## config.mk

```make
export PLATFORM = sky130hd
export DESIGN_NAME = ul_fec_sequencer
export DESIGN_NICKNAME = d
export VERILOG_FILES = /design/src/rtl/ul_fec_sequencer.sv
export SDC_FILE = /design/constraint.sdc
export NUM_CORES = 1
export LEC_CHECK = 0
export CORE_ASPECT_RATIO = 1.2
export CORE_UTILIZATION = 40
export CTS_CLUSTER_DIAMETER = 120
export CTS_CLUSTER_SIZE = 28
export DETAILED_ROUTE_END_ITERATION = 10
export GPL_ROUTABILITY_DRIVEN = 0
export PLACE_DENSITY = 0.77
export RECOVER_POWER = 50
export REMOVE_ABC_BUFFERS = 1
export SLEW_MARGIN = 20
export SYNTH_ARGS = -nofsm -noshare
export SYNTH_HDL_FRONTEND = slang
export SYNTH_SLANG_ARGS = --single-unit
```

## constraint.sdc

```tcl
create_clock -name clk -period 3.98 [get_ports clk]
set_clock_uncertainty 0.1 [all_clocks]
set_input_delay 0.796 -clock clk [delete_from_list [all_inputs] [get_ports clk]]
set_output_delay 0.796 -clock clk [all_outputs]
set_load 0.005 [all_outputs]
```

## src/rtl/ul_fec_sequencer.sv

```systemverilog
// Uplink FEC decode sequencer: picks the 16-bit (msg-ID) or 64-bit (data) decode
// cluster per monitor frame, launches it, and bounds the decode with a watchdog.
// Clean frames go downstream via valid/ready, and the result is reported back to the monitor.
// Optional statistics counters are built only when UL_FEC_SEQ_STATS_EN is defined.
module ul_fec_sequencer #(
  parameter int TIMEOUT_CYCLES = 64,
  parameter int STAT_WIDTH     = 16
) (
  input  logic                  clk,
  input  logic                  rst_n,
  input  logic                  mon_done,
  input  logic                  mon_enc_used,
  output logic                  dec0_start,
  input  logic                  dec0_done,
  input  logic                  dec0_uncor_err,
  input  logic                  dec0_cor_err,
  output logic                  dec1_start,
  input  logic                  dec1_done,
  input  logic                  dec1_uncor_err,
  input  logic                  dec1_cor_err,
  output logic                  ul_fec_enc_used,
  output logic                  ul_fec_done,
  output logic                  ul_fec_uncor_err,
  output logic                  out_valid,
  input  logic                  out_ready,
  output logic                  out_is_id,
  output logic                  overrun,
  output logic                  timeout,
  output logic [STAT_WIDTH-1:0] stat_ok,
  output logic [STAT_WIDTH-1:0] stat_cor,
  output logic [STAT_WIDTH-1:0] stat_uncor
);

  localparam int TW = (TIMEOUT_CYCLES > 2) ? $clog2(TIMEOUT_CYCLES) : 1;
  localparam logic [TW-1:0] TIMER_LAST = TW'(TIMEOUT_CYCLES - 1);

  typedef enum logic [2:0] {
    S_IDLE,
    S_LAUNCH,
    S_WAIT_DEC,
    S_DELIVER,
    S_REPORT
  } state_t;

  state_t        state_q, state_d;
  logic [TW-1:0] timer_q, timer_d;
  logic          sel_q, sel_d;
  logic          uncor_q, uncor_d;
  logic          cor_q, cor_d;
  logic          dec0_start_q, dec0_start_d;
  logic          dec1_start_q, dec1_start_d;
  logic          fec_done_q, fec_done_d;
  logic          fec_uncor_q, fec_uncor_d;
  logic          out_valid_q, out_valid_d;
  logic          overrun_q, overrun_d;
  logic          timeout_q, timeout_d;

  logic sel_done;
  logic sel_uncor;
  logic sel_cor;

  // Only the cluster that was launched may end the decode; the other one is muted.
  always_comb begin
    sel_done  = sel_q ? dec1_done      : dec0_done;
    sel_uncor = sel_q ? dec1_uncor_err : dec0_uncor_err;
    sel_cor   = sel_q ? dec1_cor_err   : dec0_cor_err;
  end

  // Next-state and registered-output logic for the decode sequence.
  always_comb begin
    state_d      = state_q;
    timer_d      = timer_q;
    sel_d        = sel_q;
    uncor_d      = uncor_q;
    cor_d        = cor_q;
    overrun_d    = overrun_q;
    timeout_d    = timeout_q;
    dec0_start_d = 1'b0;
    dec1_start_d = 1'b0;
    fec_done_d   = 1'b0;
    fec_uncor_d  = 1'b0;
    out_valid_d  = 1'b0;

    if (mon_done && (state_q != S_IDLE)) begin
      overrun_d = 1'b1;
    end

    case (state_q)
      S_IDLE: begin
        if (mon_done) begin
          sel_d   = mon_enc_used;
          state_d = S_LAUNCH;
        end
      end
      S_LAUNCH: begin
        dec1_start_d = sel_q;
        dec0_start_d = ~sel_q;
        timer_d      = '0;
        state_d      = S_WAIT_DEC;
      end
      S_WAIT_DEC: begin
        timer_d = timer_q + TW'(1);
        if (sel_done) begin
          uncor_d = sel_uncor;
          cor_d   = sel_cor;
          if (sel_uncor) begin
            fec_done_d  = 1'b1;
            fec_uncor_d = 1'b1;
            state_d     = S_REPORT;
          end else begin
            state_d = S_DELIVER;
          end
        end else if (timer_q == TIMER_LAST) begin
          uncor_d     = 1'b1;
          cor_d       = 1'b0;
          timeout_d   = 1'b1;
          fec_done_d  = 1'b1;
          fec_uncor_d = 1'b1;
          state_d     = S_REPORT;
        end
      end
      S_DELIVER: begin
        if (out_valid_q && out_ready) begin
          fec_done_d  = 1'b1;
          fec_uncor_d = uncor_q;
          state_d     = S_REPORT;
        end else begin
          out_valid_d = 1'b1;
        end
      end
      S_REPORT: begin
        state_d = S_IDLE;
      end
      default: begin
        state_d = S_IDLE;
      end
    endcase
  end

  // Sequencer state and output registers; reset cancels anything in flight.
  always_ff @(posedge clk or negedge rst_n) begin
    if (!rst_n) begin
      state_q      <= S_IDLE;
      timer_q      <= '0;
      sel_q        <= 1'b1;
      uncor_q      <= 1'b0;
      cor_q        <= 1'b0;
      dec0_start_q <= 1'b0;
      dec1_start_q <= 1'b0;
      fec_done_q   <= 1'b0;
      fec_uncor_q  <= 1'b0;
      out_valid_q  <= 1'b0;
      overrun_q    <= 1'b0;
      timeout_q    <= 1'b0;
    end else begin
      state_q      <= state_d;
      timer_q      <= timer_d;
      sel_q        <= sel_d;
      uncor_q      <= uncor_d;
      cor_q        <= cor_d;
      dec0_start_q <= dec0_start_d;
      dec1_start_q <= dec1_start_d;
      fec_done_q   <= fec_done_d;
      fec_uncor_q  <= fec_uncor_d;
      out_valid_q  <= out_valid_d;
      overrun_q    <= overrun_d;
      timeout_q    <= timeout_d;
    end
  end

  assign dec0_start       = dec0_start_q;
  assign dec1_start       = dec1_start_q;
  assign ul_fec_enc_used  = sel_q;
  assign ul_fec_done      = fec_done_q;
  assign ul_fec_uncor_err = fec_uncor_q;
  assign out_valid        = out_valid_q;
  assign out_is_id        = sel_q;
  assign overrun          = overrun_q;
  assign timeout          = timeout_q;

`ifdef UL_FEC_SEQ_STATS_EN
  logic [STAT_WIDTH-1:0] stat_ok_q, stat_ok_d;
  logic [STAT_WIDTH-1:0] stat_cor_q, stat_cor_d;
  logic [STAT_WIDTH-1:0] stat_uncor_q, stat_uncor_d;

  // One saturating counter bumps per reported frame, chosen by severity.
  always_comb begin
    stat_ok_d    = stat_ok_q;
    stat_cor_d   = stat_cor_q;
    stat_uncor_d = stat_uncor_q;
    if (state_q == S_REPORT) begin
      if (uncor_q) begin
        if (!(&stat_uncor_q)) stat_uncor_d = stat_uncor_q + STAT_WIDTH'(1);
      end else if (cor_q) begin
        if (!(&stat_cor_q)) stat_cor_d = stat_cor_q + STAT_WIDTH'(1);
      end else begin
        if (!(&stat_ok_q)) stat_ok_d = stat_ok_q + STAT_WIDTH'(1);
      end
    end
  end

  // Statistics counter registers.
  always_ff @(posedge clk or negedge rst_n) begin
    if (!rst_n) begin
      stat_ok_q    <= '0;
      stat_cor_q   <= '0;
      stat_uncor_q <= '0;
    end else begin
      stat_ok_q    <= stat_ok_d;
      stat_cor_q   <= stat_cor_d;
      stat_uncor_q <= stat_uncor_d;
    end
  end

  assign stat_ok    = stat_ok_q;
  assign stat_cor   = stat_cor_q;
  assign stat_uncor = stat_uncor_q;
`else
  assign stat_ok    = '0;
  assign stat_cor   = '0;
  assign stat_uncor = '0;
`endif

endmodule
```

; Word level (Yosys, flattened, before mapping)
; Index checks and enable logic that the tools add are counted.
[totals]
reg_bits = 18
input_bits = 11
wordCells = 53
[classes]
add_sub_neg = 1
n_eq_ne = 7
muxes = 22
n_bitwise = 2
reduce_logical = 10
[ops]
columns = cell, count
row1 = 2-to-1 mux 3 bit, 5
row2 = 2-to-1 mux 1 bit, 13
row3 = case mux 3 bit (4 select lines), 1
row4 = case mux 6 bit (2 select lines), 1
row5 = "adder 6 x 1 -> 6 bit, second input constant", 1
row6 = "== test 3 x 2 -> 1 bit, second input constant", 2
row7 = "== test 6 bit, second input constant", 1
row8 = AND reduction 3 bit, 2
row9 = "!= test 2 bit, second input constant", 2
row10 = case mux 1 bit (2 select lines), 2
row11 = AND reduction 2 bit, 2
row12 = nonzero test 2 bit, 2
row13 = "== test 3 x 1 -> 1 bit, second input constant", 1
row14 = logical NOT 3 bit, 1
row15 = "!= test 3 bit, second input constant", 1
row16 = nonzero test 3 bit, 1
row17 = logical AND 1 bit, 2
row18 = NOT 1 bit, 2

; Longest topological paths before layout
; Gate-level depths: netlist (run 1).
[logic_depth]
depth_word = 4
mapped_depth = 5

; Worst setup path before layout (run 1)
; No wires, ideal clock.
[synth_timing]
path_kind = input port to flip-flop
startpoint = input dec1_done
endpoint = register fec_uncor_q (netlist: ul_fec_uncor_err)
setup_ns = 0.122
t_arrival_ns = 1.432
slack_ns = 2.327
stages = 3
n_path_buf = 0
path_cell_list = mux2i_1 -> a21bo_1 -> a32o_1
[synth_between]
elab_chain_len = 3
[synth_lines]
columns = item, line
row1 = start: declaration, 18  ; input logic dec1_done,
row2 = 2-to-1 mux 1 bit, 64  ; sel_done = sel_q ? dec1_done : dec0_done;
row3 = 2-to-1 mux 1 bit, 103  ; if (sel_done) begin
row4 = case mux 1 bit (2 select lines), 88  ; case (state_q)
row5 = net fec_uncor_d, 53  ; logic fec_uncor_q, fec_uncor_d;
row6 = end signal: assignment, 164  ; fec_uncor_q <= fec_uncor_d;
row7 = end: declaration, 53
; The timed path passes the listed nets, and every way through them passes these cells.
; A chain may end at the register's enable or synchronous reset.

; Worst setup path after layout (run 1)
[layout_timing]
startpoint = register sel_q (netlist: out_is_id)
endpoint = output ul_fec_enc_used
[layout_rtl]
columns = item, line
row1 = start: declaration, 47  ; logic sel_q, sel_d;
row2 = start signal: assignment, 158  ; sel_q <= sel_d;
row3 = end: declaration, 21  ; output logic ul_fec_enc_used,
; No word-level cell between the ends.

==> results of run 1 <==
-- worst register-to-register path, stage by stage (launching register included) --
cell and delay (ns):
sky130_fd_sc_hd__dfstp_2 0.63, sky130_fd_sc_hd__mux2i_1 0.28, sky130_fd_sc_hd__a21bo_1 0.26, sky130_fd_sc_hd__a32o_1 0.24
-- worst paths after layout --
kind / from / to / slack, ns / cells after the start
setup / recovery: out_is_id / ul_fec_enc_used / 1.65 / 1
hold / removal: timeout / timeout / 0.38 / 1
setup reg to reg: out_is_id / ul_fec_uncor_err / 2.37 / 3
hold reg to reg: timeout / timeout / 0.38 / 1
max in group asynchronous: rst_n / state_q[2] / 2.37 / 1
min in group asynchronous: rst_n / dec1_start / 0.91 / 1
-- sequential cells by signal, summed over array words and instances, names as in the netlist --
| name | flops |
|---|---|
| out_valid | 1 |
| state_q | 3 |
| timer_q | 6 |
| ul_fec_uncor_err | 1 |
| dec0_start | 1 |
| dec1_start | 1 |
| overrun | 1 |
| uncor_q | 1 |
| timeout | 1 |
| ul_fec_done | 1 |
| out_is_id | 1 |
-- stage by stage --
stage          hold slack, ns  power [mW]
2_1_floorplan          0.3602      0.5229
3_3_place_gp           0.3566      0.6406
3_5_place_dp           0.3603      0.6452
4_1_cts                0.3875      0.7428
5_1_grt                0.4114      0.7949
6_report               0.3783      0.7279
-- power by group --
part | total (mW) | internal [mW] | switching, mW
clock | 0.0943 | 0.0390 | 0.0553
sequential | 0.345 | 0.244 | 0.101
combinational | 0.289 | 0.162 | 0.127
-- cells in the final DEF, fill, tap and decap left out, types with 2 or more instances in the layout --
cell                               n
sky130_fd_sc_hd__dfrtp_1          17
sky130_fd_sc_hd__inv_1             3
sky130_fd_sc_hd__dlygate4sd3_1     4
sky130_fd_sc_hd__clkdlybuf4s50_1  13
sky130_fd_sc_hd__nor3_1            3
sky130_fd_sc_hd__o21ai_0           5
sky130_fd_sc_hd__mux2i_1           2
sky130_fd_sc_hd__nand3_1           2
sky130_fd_sc_hd__nand4_1           2
sky130_fd_sc_hd__nand2_1           8
sky130_fd_sc_hd__a31o_2            2
sky130_fd_sc_hd__nand2b_1          2
sky130_fd_sc_hd__a22o_1            2
sky130_fd_sc_hd__a41o_1            2
sky130_fd_sc_hd__a32o_1            3
sky130_fd_sc_hd__nor2_1            4
sky130_fd_sc_hd__conb_1           48
sky130_fd_sc_hd__a21oi_1           3
sky130_fd_sc_hd__nor4b_1           2
sky130_fd_sc_hd__and3_1            2
sky130_fd_sc_hd__clkbuf_4          3
sky130_fd_sc_hd__nor2b_1           2
-- metal layers --
| layer | routed length (um) | GRT usage, % | vias up | share of wire, % |
|---|---|---|---|---|
| li1 | - | - | 414 | - |
| met1 | 812 | 14.78 | 421 | 43 |
| met2 | 957 | 18.45 | 49 | 51 |
| met3 | 123 | 0.7042 | 0 | 6.5 |
| met4 | 0 | 6.731 | 0 | 0 |
| met5 | 0 | 0 | - | 0 |
-- final cells by class --
type / instances / area [um^2]
clock buffers: 4 / 26.28
multi-input cells: 111 / 619.3
repair buffers: 17 / 170.2
flip-flops and latches: 18 / 451.7
fillers: 300 / 1759
well taps: 36 / 45.04
inverters: 3 / 11.26
-- cell families after synthesis --
kind of cell    after synthesis  share of synthesized area [%]
buf+inv                      56                          31.42
simple gates                 33                          15.00
compound gates               26                          15.19
flops                        18                          34.48
mux                           3                          2.674
fa+ha+maj                     1                         0.9550
other cells                   1                         0.2863
==> impl_results.rst, run 1 <==
.. list-table::
   :header-rows: 1

   * - Metric
     - Value
   * - Biggest area consumer among synthesized cells
     - sky130_fd_sc_hd__dfrtp_1
   * - RSZ-0062 raised after global routing
     - no
   * - Largest voltage drop on the vdd net
     - 0.0002822 V
   * - Fraction of registers with async set or reset after synthesis
     - 100.0%
   * - # placed instances
     - 185
   * - Top-count cell post-synth
     - sky130_fd_sc_hd__buf_4
   * - Share of cells above drive strength 1
     - 5.882%
   * - Peak fanout along the critical path
     - 8
   * - Gr usage total
     - 11.55%
   * - First-pass DRT Iterations
     - 4
   * - Count of buffer and inverter cells on the critical path
     - 1
   * - Vias per cell
     - approximately 4.7
   * - Die height
     - 64.69 um
   * - Maximum clock insertion buffer count
     - 2
   * - DR WL/cell
     - 10.02 um
   * - Worst hold-check path type
     - flip-flop to flip-flop
   * - Vias
     - 884
   * - CTS Root Buffer Type
     - sky130_fd_sc_hd__clkbuf_4
   * - Average footprint of a synthesized cell
     - ~9.5 um^2
   * - Least-Margin Pin Slew
     - about 0.78 ns
   * - Initial antenna violation count
     - 0
   * - Power density over the cells
     - 549.8 mW/mm^2
   * - Final slew viol count
     - 0
   * - Critical-path cell list
     - clkdlybuf4s50_1
   * - Synth unique cells
     - 41
   * - Placed cell areas
     - 0.001301 mm^2
   * - Setup TNS after final layout
     - 0 ns
   * - Detailed Place HPWL
     - 1419 um
   * - Placeable core region
     - 0.003083 mm^2
   * - Clock buffer count from CTS
     - 3
   * - Worst slack, placed
     - 1.755 ns
   * - Number of global-route vias before repair
     - 714
   * - Commonest register cell after synthesis
     - sky130_fd_sc_hd__dfrtp_1
   * - Later-pin clock latency in the skew report
     - 0.30 ns
   * - Number of cell rows
     - 22
   * - Post-route worst setup slack
     - 1.648 ns
   * - CTS H-Tree Depth
     - 1
   * - Cts hold-fix bufs
     - 0
   * - Share of the core filled with cells in the final layout
     - 42.94%
   * - Proportion of netlist area held by the largest area contributor
     - 32.47%
   * - Number of warnings issued by yosys
     - 0
   * - Full die area
     - 0.003509 mm^2
   * - Kind of critical path
     - flip-flop to primary output
   * - Effective utilization at floorplan
     - 42.49%
   * - Number of top-level pins
     - 68
   * - Hold violation total from the final report
     - 0
   * - Most numerous cell types in the synthesized netlist
     - sky130_fd_sc_hd__buf_4 (49), sky130_fd_sc_hd__dfrtp_1 (17), sky130_fd_sc_hd__nand2_1 (8)
   * - # resized after CTS
     - 0
   * - Sink Count
     - 18
   * - Maximum number of pins on one net before global-route repair
     - 20
   * - Crit path capture type
     - primary output
   * - Largest stage delay, worst path
     - roughly 0.63 ns
   * - Detailed Route WL
     - approximately 1900 um
   * - Static Leakage
     - 0.6554 nW
   * - # nets final
     - 166
   * - Synthesis-stage register bit count
     - 18
   * - Worst path top cell family by delay
     - flip-flops
   * - Number of cells produced by synthesis
     - roughly 140
   * - Syn Std Cell Area
     - between 0.001 and 0.0015 mm^2
   * - # DRC
     - 0
   * - Ratio of final minimum period to clock period
     - 58.59%
   * - Chip Width
     - 54.24 um
   * - Slew headroom
     - 47.74%
   * - Critical-path top delay cell
     - sky130_fd_sc_hd__dfstp_2
   * - Worst Setup Start Kind
     - flip-flop
   * - Area added between synthesis and finish
     - 1.051%
   * - Antenna diode count
     - 0
   * - Sequential cell area fraction in the yosys report
     - between 30% and 40%
   * - Result of the run
     - finished, final reports clean
   * - Area contributors post-synth
     - sky130_fd_sc_hd__dfrtp_1 (32%), sky130_fd_sc_hd__buf_4 (28%), sky130_fd_sc_hd__a32o_1 (2.3%)
   * - TritonCTS clock tree
     - built
   * - Arrival time worst endpoint
     - roughly 1.4 ns
   * - Fin cells
     - 189
   * - First DRT Iteration DRCs
     - 8
   * - Final design instance area without fill
     - 0.001324 mm^2
   * - Achievable clock frequency
     - 0.4288 GHz
   * - Max-capacitance violation count
     - 0
   * - # Post-CTS Setup Buffers
     - 0
   * - Final setup violation count
     - 0
   * - Port buffer count
     - 17
   * - Post-DRT Antenna Nets
     - 0
   * - Clock input transition at the sequential cells of the worst setup and hold paths
     - 0.09 ns
   * - Number of enable flip-flop cells after synthesis
     - 0
   * - Global-route wire length before repair
     - roughly 3000 um
   * - Required time of the critical path
     - 3.08 ns
   * - Total overflow reported by the global router
     - 0
   * - Final worst path period need
     - 2.332 ns
No activity file was read; power rests on OpenSTA's default activity.
==> run 2: changes to the inputs <==
==> constraint.sdc (replaced) <==
create_clock -name clk -period 2.4 [get_ports clk]
set_clock_uncertainty 0.1 [all_clocks]
set_input_delay 0.48 -clock clk [delete_from_list [all_inputs] [get_ports clk]]
set_output_delay 0.48 -clock clk [all_outputs]
set_load 0.005 [all_outputs]
==> impl_results.rst, run 2 (synthesis results as in run 1) <==
.. list-table::
   :header-rows: 1

   * - Metric
     - Value
   * - Registers with the most flip-flops
     - timer_q: 6 flops, state_q: 3 flops
   * - Number of top-level pins
     - 68 (unchanged)
   * - Required time of the critical path
     - 1.82 ns (-1.26 ns)
   * - DR WL/cell
     - 10.87 um (+8.5%)
   * - Die height
     - 64.69 um (unchanged)
   * - Gr usage total
     - 13.36% (+1.8 points)
   * - Maximum number of pins on one net before global-route repair
     - 20 (unchanged)
   * - Detailed Route WL
     - 2065 um (+9.1%)
   * - Later-pin clock latency in the skew report
     - 0.31 ns (about the same)
   * - Vias per cell
     - 4.674 (about the same)
   * - Antenna diode count
     - 0 (unchanged)
   * - Area added between synthesis and finish
     - 1.242%
   * - Final setup violation count
     - 0 (unchanged)
   * - Number of cell instances on the worst register-to-register path
     - 3 (unchanged)
   * - Worst hold stages
     - 1 (unchanged)
   * - Number of global-route vias before repair
     - 791 (+11%)
   * - Hold Worst Slack
     - 0.3795 ns (+0.001191 ns)
   * - Static Leakage
     - 0.6589 nW (+0.54%)
   * - Chip Width
     - 54.24 um (unchanged)
   * - # nets final
     - 167 (+0.60%)
   * - Clock input transition at the sequential cells of the worst setup and hold paths
     - 0.09 ns (about the same)
   * - Sink Count
     - 18 (unchanged)
   * - Critical hold path startpoint
     - timeout
   * - Power density over the cells
     - 926.9 mW/mm^2 (+69%)
   * - Commonest cells after routing, fill and taps aside
     - sky130_fd_sc_hd__conb_1 (48), sky130_fd_sc_hd__dfrtp_1 (17), sky130_fd_sc_hd__clkdlybuf4s50_1 (16)
   * - Global-route wire length before repair
     - 3394 um (+13%)
   * - Flip-flop count of the largest register after layout
     - 6 (unchanged)
   * - Worst slack, placed
     - 0.4848 ns (-1.270 ns)
   * - Area used by multi-input combinational logic
     - 618.1 um^2 (-0.20%)
   * - First DRT Iteration DRCs
     - 14 (+6)
   * - Setup TNS after final layout
     - 0 ns (unchanged)
   * - R2r setup slk
     - 0.73 ns (-1.64 ns)
   * - Achievable clock frequency
     - ~0.5 GHz
   * - Register with the most flip-flops
     - timer_q
   * - Initial antenna violation count
     - 0 (unchanged)
   * - TritonCTS clock tree
     - built
   * - Final worst path period need
     - 2.018 ns
   * - Vias
     - 888 (+0.45%)
   * - Clock buffer count from CTS
     - 3 (unchanged)
   * - Share of cells above drive strength 1
     - 5.844% (-0.038 points)
   * - Largest stage delay, worst path
     - 0.62 ns (about the same)
   * - CTS H-Tree Depth
     - 1 (unchanged)
   * - Ratio of final minimum period to clock period
     - 84.10%
   * - Largest voltage drop on the vdd net
     - 0.0005677 V (+100%)
   * - Post-route worst setup slack
     - 0.3816 ns (-1.266 ns)
   * - # DRC
     - 0 (unchanged)
   * - Detailed Place HPWL
     - 1524 um (+7.4%)
   * - Full die area
     - 0.003509 mm^2 (unchanged)
   * - Effective utilization at floorplan
     - 42.49% (unchanged)
   * - # Post-CTS Setup Buffers
     - 0 (unchanged)
   * - Number of inserted filler cells in the final layout
     - 298 (-0.67%)
   * - Arrival time worst endpoint
     - 1.44 ns (about the same)
   * - Total overflow reported by the global router
     - 0 (unchanged)
   * - Worst Setup Start Kind
     - flip-flop
   * - Placeable core region
     - 0.003083 mm^2 (unchanged)
   * - Hold violation total from the final report
     - 0 (unchanged)
   * - Placed cell areas
     - 0.001309 mm^2 (+0.58%)
   * - Critical-path cell list
     - clkdlybuf4s50_1
   * - Result of the run
     - finished, final reports clean
   * - Most common cell after layout, fill and taps aside
     - sky130_fd_sc_hd__conb_1
   * - Post-DRT Antenna Nets
     - 0 (unchanged)
   * - Launch instance of the worst register-to-register path
     - out_is_id
   * - Final slew viol count
     - 0 (unchanged)
   * - First-pass DRT Iterations
     - 4 (unchanged)
   * - Area taken by flip-flops and latches
     - 451.7 um^2 (unchanged)
   * - Cts hold-fix bufs
     - 0 (unchanged)
   * - # resized after CTS
     - 0 (unchanged)
   * - Worst hold-check path type
     - flip-flop to flip-flop
   * - Maximum clock insertion buffer count
     - 2 (unchanged)
   * - Final design instance area without fill
     - 0.001326 mm^2 (+0.19%)
   * - Crit path capture type
     - primary output
   * - Fin cells
     - 190 (+0.53%)
   * - Critical-path top delay cell
     - sky130_fd_sc_hd__dfstp_2
   * - CTS Root Buffer Type
     - sky130_fd_sc_hd__clkbuf_4
   * - Hold EP
     - timeout
   * - Count of buffer and inverter cells on the critical path
     - 1 (unchanged)
   * - Number of cell rows
     - 22 (unchanged)
   * - Max-capacitance violation count
     - 0 (unchanged)
   * - Worst path top cell family by delay
     - flip-flops
   * - Port buffer count
     - 17 (unchanged)
   * - Slew headroom
     - 36.04% (-12 points)
   * - # placed instances
     - 186 (+0.54%)
   * - Kind of critical path
     - flip-flop to primary output
   * - Least-Margin Pin Slew
     - 0.9594 ns (+0.1781 ns)
   * - Peak fanout along the critical path
     - 8 (unchanged)
   * - Capture instance of the worst register-to-register path
     - ul_fec_uncor_err
   * - RSZ-0062 raised after global routing
     - no
==> run 2: how the worst max path moves through the flow <==
stage          startpoint          endpoint  slack (ns)  depth (start not counted)
3_3_place_gp    dec0_done        state_q[0]        0.52                          4
4_1_cts         out_is_id   ul_fec_enc_used        0.36                          1
2_1_floorplan   out_is_id  ul_fec_uncor_err        0.89                          3
3_5_place_dp    dec1_done  ul_fec_uncor_err        0.48                          4
6_report        out_is_id   ul_fec_enc_used        0.38                          1
5_1_grt         out_is_id         out_is_id        0.33                          1
==> run 2: power by group <==
part	switching, mW	internal (mW)
registers	0.169	0.404
logic	0.215	0.278
clock network	0.0984	0.0649
==> run 2: final cells by class <==
type / instances / share of cell area (%)
tap: 36 / 3.396
clock buffer: 4 / 1.981
timing repair buffer: 18 / 13.11
multi-input combinational: 111 / 46.60
sequential: 18 / 34.06
inverter: 3 / 0.8491
==> run 2: per-layer routing <==
layer / global-route usage [%] / up-vias / wire (um)
li1: - / 415 / -
met1: 15.32 / 424 / 874
met2: 21.95 / 44 / 1013
met3: 2.113 / 5 / 106
met4: 8.654 / 0 / 70
met5: 0 / - / 0
==> run 2: through the flow <==
| step | total power [mW] | utilization (%) |
|---|---|---|
| floorplan | 0.8672 | - |
| global placement | 1.067 | 42.45 |
| detailed placement | 1.081 | 42.45 |
| CTS | 1.242 | 43.30 |
| global route | 1.334 | 43.02 |
| finish | 1.229 | 43.02 |
